File: config.mk
export PLATFORM = sky130hd
export DESIGN_NAME = uart_message_parser
export DESIGN_NICKNAME = d
export VERILOG_FILES = /design/src/rtl/uart_message_parser.sv
export SDC_FILE = /design/constraint.sdc
export NUM_CORES = 1
export LEC_CHECK = 0
export CAP_MARGIN = 0
export CORE_MARGIN = 2
export CORE_UTILIZATION = 35
export DETAILED_ROUTE_END_ITERATION = 10
export PLACE_DENSITY_LB_ADDON = 0.3
export REMOVE_ABC_BUFFERS = 1
export SLEW_MARGIN = 0
export SYNTH_ARGS = -nofsm -noshare
export SYNTH_HDL_FRONTEND = slang
export SYNTH_SLANG_ARGS = --single-unit
export TNS_END_PERCENT = 50
File: constraint.sdc
create_clock -name clk -period 4.1 [get_ports clk]
set_input_delay 0.82 -clock clk [delete_from_list [all_inputs] [get_ports clk]]
set_output_delay 0.82 -clock clk [all_outputs]
set_load 0.02 [all_outputs]
File: src/rtl/uart_message_parser.sv
// Decodes ASCII hex read/write messages ("Raaaa<CR>", "Waaaadddd<LF>") from a UART byte
// stream into single-cycle register-bus requests. Malformed messages are dropped silently.
module uart_message_parser #(
    parameter int ADDR_WIDTH = 16,
    parameter int DATA_WIDTH = 16
) (
    input  logic                  clk,
    input  logic                  rst_n,
    input  logic [7:0]            data_i,
    input  logic                  valid_i,
    output logic [ADDR_WIDTH-1:0] addr_o,
    output logic [DATA_WIDTH-1:0] data_o,
    output logic                  rw_o,
    output logic                  valid_o
);

    localparam int ADDR_DIGITS = ADDR_WIDTH / 4;
    localparam int DATA_DIGITS = DATA_WIDTH / 4;
    localparam int MAX_DIGITS  = (ADDR_DIGITS > DATA_DIGITS) ? ADDR_DIGITS : DATA_DIGITS;
    localparam int CNT_WIDTH   = $clog2(MAX_DIGITS + 1);

    localparam logic [CNT_WIDTH-1:0] ADDR_LAST = CNT_WIDTH'(ADDR_DIGITS - 1);
    localparam logic [CNT_WIDTH-1:0] DATA_LAST = CNT_WIDTH'(DATA_DIGITS - 1);

    typedef enum logic [1:0] {
        IDLE,
        ADDR,
        DATA,
        TERM
    } state_t;

    state_t                state_q, state_d;
    logic [ADDR_WIDTH-1:0] addr_buf_q, addr_buf_d;
    logic [DATA_WIDTH-1:0] data_buf_q, data_buf_d;
    logic [CNT_WIDTH-1:0]  cnt_q, cnt_d;
    logic                  wr_q, wr_d;
    logic [ADDR_WIDTH-1:0] addr_q, addr_d;
    logic [DATA_WIDTH-1:0] data_q, data_d;
    logic                  rw_q, rw_d;
    logic                  valid_q, valid_d;

    logic       is_digit, is_upper, is_lower, is_hex, is_term, is_read, is_write;
    logic [3:0] nibble;

    // Letters 'A'-'F' and 'a'-'f' share low nibbles 1..6, so +9 yields 10..15 for both cases.
    always_comb begin
        is_digit = (data_i >= 8'h30) && (data_i <= 8'h39);
        is_upper = (data_i >= 8'h41) && (data_i <= 8'h46);
        is_lower = (data_i >= 8'h61) && (data_i <= 8'h66);
        is_hex   = is_digit || is_upper || is_lower;
        nibble   = is_digit ? data_i[3:0] : data_i[3:0] + 4'd9;
        is_term  = (data_i == 8'h0D) || (data_i == 8'h0A);
        is_read  = (data_i == 8'h52) || (data_i == 8'h72);
        is_write = (data_i == 8'h57) || (data_i == 8'h77);
    end

    always_comb begin
        // NOTE: every signal gets a default first so no path leaves it unassigned (no latches).
        state_d    = state_q;
        addr_buf_d = addr_buf_q;
        data_buf_d = data_buf_q;
        cnt_d      = cnt_q;
        wr_d       = wr_q;
        addr_d     = addr_q;
        data_d     = data_q;
        rw_d       = rw_q;
        valid_d    = 1'b0;

        if (valid_i) begin
            unique case (state_q)
                IDLE: begin
                    if (is_read || is_write) begin
                        state_d    = ADDR;
                        wr_d       = is_write;
                        addr_buf_d = '0;
                        data_buf_d = '0;
                        cnt_d      = '0;
                    end
                end
                ADDR: begin
                    if (is_hex) begin
                        addr_buf_d = (addr_buf_q << 4) | ADDR_WIDTH'(nibble);
                        cnt_d      = cnt_q + 1'b1;
                        if (cnt_q == ADDR_LAST) begin
                            cnt_d   = '0;
                            state_d = wr_q ? DATA : TERM;
                        end
                    end else begin
                        state_d = IDLE;
                    end
                end
                DATA: begin
                    if (is_hex) begin
                        data_buf_d = (data_buf_q << 4) | DATA_WIDTH'(nibble);
                        cnt_d      = cnt_q + 1'b1;
                        if (cnt_q == DATA_LAST) begin
                            state_d = TERM;
                        end
                    end else begin
                        state_d = IDLE;
                    end
                end
                TERM: begin
                    // Any byte leaves TERM; only a terminator turns the message into a request.
                    state_d = IDLE;
                    if (is_term) begin
                        valid_d = 1'b1;
                        addr_d  = addr_buf_q;
                        data_d  = wr_q ? data_buf_q : '0;
                        rw_d    = wr_q;
                    end
                end
                default: state_d = IDLE;
            endcase
        end
    end

    always_ff @(posedge clk or negedge rst_n) begin
        if (!rst_n) begin
            state_q    <= IDLE;
            addr_buf_q <= '0;
            data_buf_q <= '0;
            cnt_q      <= '0;
            wr_q       <= 1'b0;
            addr_q     <= '0;
            data_q     <= '0;
            rw_q       <= 1'b0;
            valid_q    <= 1'b0;
        end else begin
            // NOTE: non-blocking assignments so every flop samples the pre-edge values.
            state_q    <= state_d;
            addr_buf_q <= addr_buf_d;
            data_buf_q <= data_buf_d;
            cnt_q      <= cnt_d;
            wr_q       <= wr_d;
            addr_q     <= addr_d;
            data_q     <= data_d;
            rw_q       <= rw_d;
            valid_q    <= valid_d;
        end
    end

    assign addr_o  = addr_q;
    assign data_o  = data_q;
    assign rw_o    = rw_q;
    assign valid_o = valid_q;

endmodule
==> metrics <==
hold path cells 2; port bufs 44; YS warnings 0; max-slew violation count 0; HPWL Detailed about 4.8 mm; H-tree depth 3; Mapped Avg Cell Area roughly 9.4 sq um; Startpoint Class input pin; Cell Area, Synth 3430 sq um; Logic pwr share 22.0%; TritonCTS clock tree done; Max-slew headroom 38.7%; Arr. time, crit path approximately 3.2 ns; internal power 1.26 mW; Synth top area share around 53%; Fin Clk Skew about 0.010 ns; Root Driver clkbuf_8; PD cells 442 nW/um^2; count leader, synth nand2_1; Fin. Hold Viols 0; postcts setup bufs 0; Chip Height 103 microns; Core ar. 9640 sq um; Mapped Cells 363; ranking of synthesized cells by area dfrtp_1, nand2_1, o221ai_1; Synth area leader dfrtp_1; Clk pwr share 30.6%; Worst R2R Path Depth 6; Sw Ratio 31.7%; worst stage delay on the critical path 0.59 ns; initial detailed-routing violation count 234; Netlist cell types 43; FFs w/ async S/R, synth 100%; Num CTS Buffers 9; Post-synth EDFFs 0; via/cell ratio 4.94; pin count of the biggest net entering global routing 73; flops & latches, synth 72; Layout Nets roughly 430; Worst EP required 4.33 ns; WL/cell 13.4 microns; Worst VDD drop between 0.00015 and 0.0002 V; Tightest Hold Check Type reg -> reg; Overflow after GRT 0; MaxCap Viol Count 0; setup tns final 0 ns; Horiz. Die Dim approximately 100 microns; critical path, cell by cell clkdlybuf4s50_1 > inv_1 > ha_1 > o21bai_1 > a21oi_2 > or2_1 > o2111ai_4 > mux2_4; Finish-stage setup viols 0; fin crit share between 70 and 80%; commonest cells in the netlist nand2_1, dfrtp_1, nand3_1; Hold WS around 0.47 ns; CTS max path bufs 2; Leakage 1.95 nW; number of routed nets with antenna violations 0; CTS-repair resized insts 0; first-pass GRT wire length 12.3 mm; FP Rows 36; Initial Util 35.5%; CP endpoint kind register; Crit-path slowest cell clkdlybuf4s50_1; # hold bufs at CTS 0; DR vias 2680; num ports 45; drt pass-1 iters 4; fmax 338 MHz; CP Max Fanout 10; RSZ-0062 raised after global routing no; initial antenna violation count 0; die area 10600 sq um; vias in the first global route 2524; status complete, no violations; GPL Wtd Cong about 0.84; Total Wirelength 7.29 mm; total clock sinks 72; Top FF cell, synth dfrtp_1; Sequential Power Share 47.4%; Seq/Total Area, Yosys 52.6%; Worst-Skew Late Latency 0.35 ns; area grow syn2layout 21.4%; Setup CP Type in -> reg; Worst-path clk slew 0.07 ns; number of diodes 0; Sw Pwr roughly 0.58 mW; worst slew pin tran 0.920 ns; DRC viols 0; gr usage total 14.9%; post-layout min period 2.96 ns; layout cell share with drive strength beyond 1 8.07%
==> power groups by stage <==
stage / Clock, mW / Combinational, mW / Sequential (mW)
final: 0.563 / 0.405 / 0.871
after global routing: 0.608 / 0.470 / 0.884
after CTS: 0.582 / 0.409 / 0.871
after detailed placement: 0 / 0.407 / 0.885
after global placement: 0 / 0.398 / 0.883
after floorplan: 0 / 0.298 / 0.864
==> path summary, 6_finish.rpt <==
kind                                             end                   start  slack, ns
max in group asynchronous  data_buf_q[7]$_DFFE_PN0P_                   rst_n       2.82
min in group asynchronous     addr_o[14]$_DFFE_PN0P_                   rst_n       0.68
setup / recovery                cnt_q[0]$_DFFE_PN0P_               data_i[0]       1.14
hold / removal                 data_o[9]$_DFFE_PN0P_   data_o[9]$_DFFE_PN0P_       0.47
setup reg to reg           data_buf_q[9]$_DFFE_PN0P_  state_q[0]$_DFFE_PN0P_       1.85
hold reg to reg                data_o[9]$_DFFE_PN0P_   data_o[9]$_DFFE_PN0P_       0.47
==> cell usage in the layout, fill, tap and decap left out, types with 4 or more instances in the layout <==
master,count
ha_1,11
nor2_1,5
nand3_1,25
clkbuf_8,10
clkinv_2,4
inv_1,11
buf_4,8
o21ai_0,5
o221ai_1,20
dfrtp_1,72
nand2_1,141
o211ai_1,11
clkdlybuf4s50_1,43
==> sequential cells by signal, summed over array words and instances, names as in the netlist <==
register and cells:
cnt_q 3, rw_o 1, data_o 16, data_buf_q 16, valid_o 1, addr_o 16
state_q 2, wr_q 1, addr_buf_q 16
==> final cells by class <==
type | instances | area, sq um
multi-input cells | 257 | 1460
clock inverters | 6 | 58.8
fillers | 954 | 5480
clock buffers | 10 | 138
flip-flops and latches | 72 | 1800
repair buffers | 52 | 495
inverters | 12 | 45.0
well taps | 133 | 166
==> layer usage <==
metal	up-vias	routed length [microns]	global-route usage (%)	part of all wire [%]
li1	1334	-	-	-
met1	1278	3510	21.0	48
met2	54	3260	21.7	45
met3	14	361	3.53	5.0
met4	0	161	6.98	2.2
met5	-	0	0	0
==> cell families (layout without fill, tap and decap cells) <==
family	Yosys count	after routing	share of synthesized area, %
buffers and inverters	34	80	4.93
XOR/XNOR	1	1	0.256
AO/OA/AOI/OAI	55	55	13.4
adder cells (fa/ha/maj)	11	11	4.02
flip-flops	72	72	52.6
AND/OR/NAND/NOR	184	184	22.7
multiplexers	6	6	2.08
==> worst max-delay path: cells and delay by family <==
family,cells,cell delay (ns)
AOI/OAI and AO/OA,3,0.71
and+or+nand+nor,1,0.43
adders and majority gates,1,0.22
buffers and inverters,2,0.69
muxes,1,0.32
==> metrics by stage <==
step                worst slack, ns  area [sq um]  utilization, %  std cells  power (mW)
floorplan                     0.951          3300               -        341        1.16
global placement              0.902          3960            41.1        526        1.28
detailed placement            0.804          3960            41.1        526        1.29
CTS                            1.17          4160            43.2        542        1.86
global route                   1.01          4160            43.2        542        1.96
finish                         1.14          4160            43.2        542        1.84
Note: power is estimated with default switching activity, not from simulation.
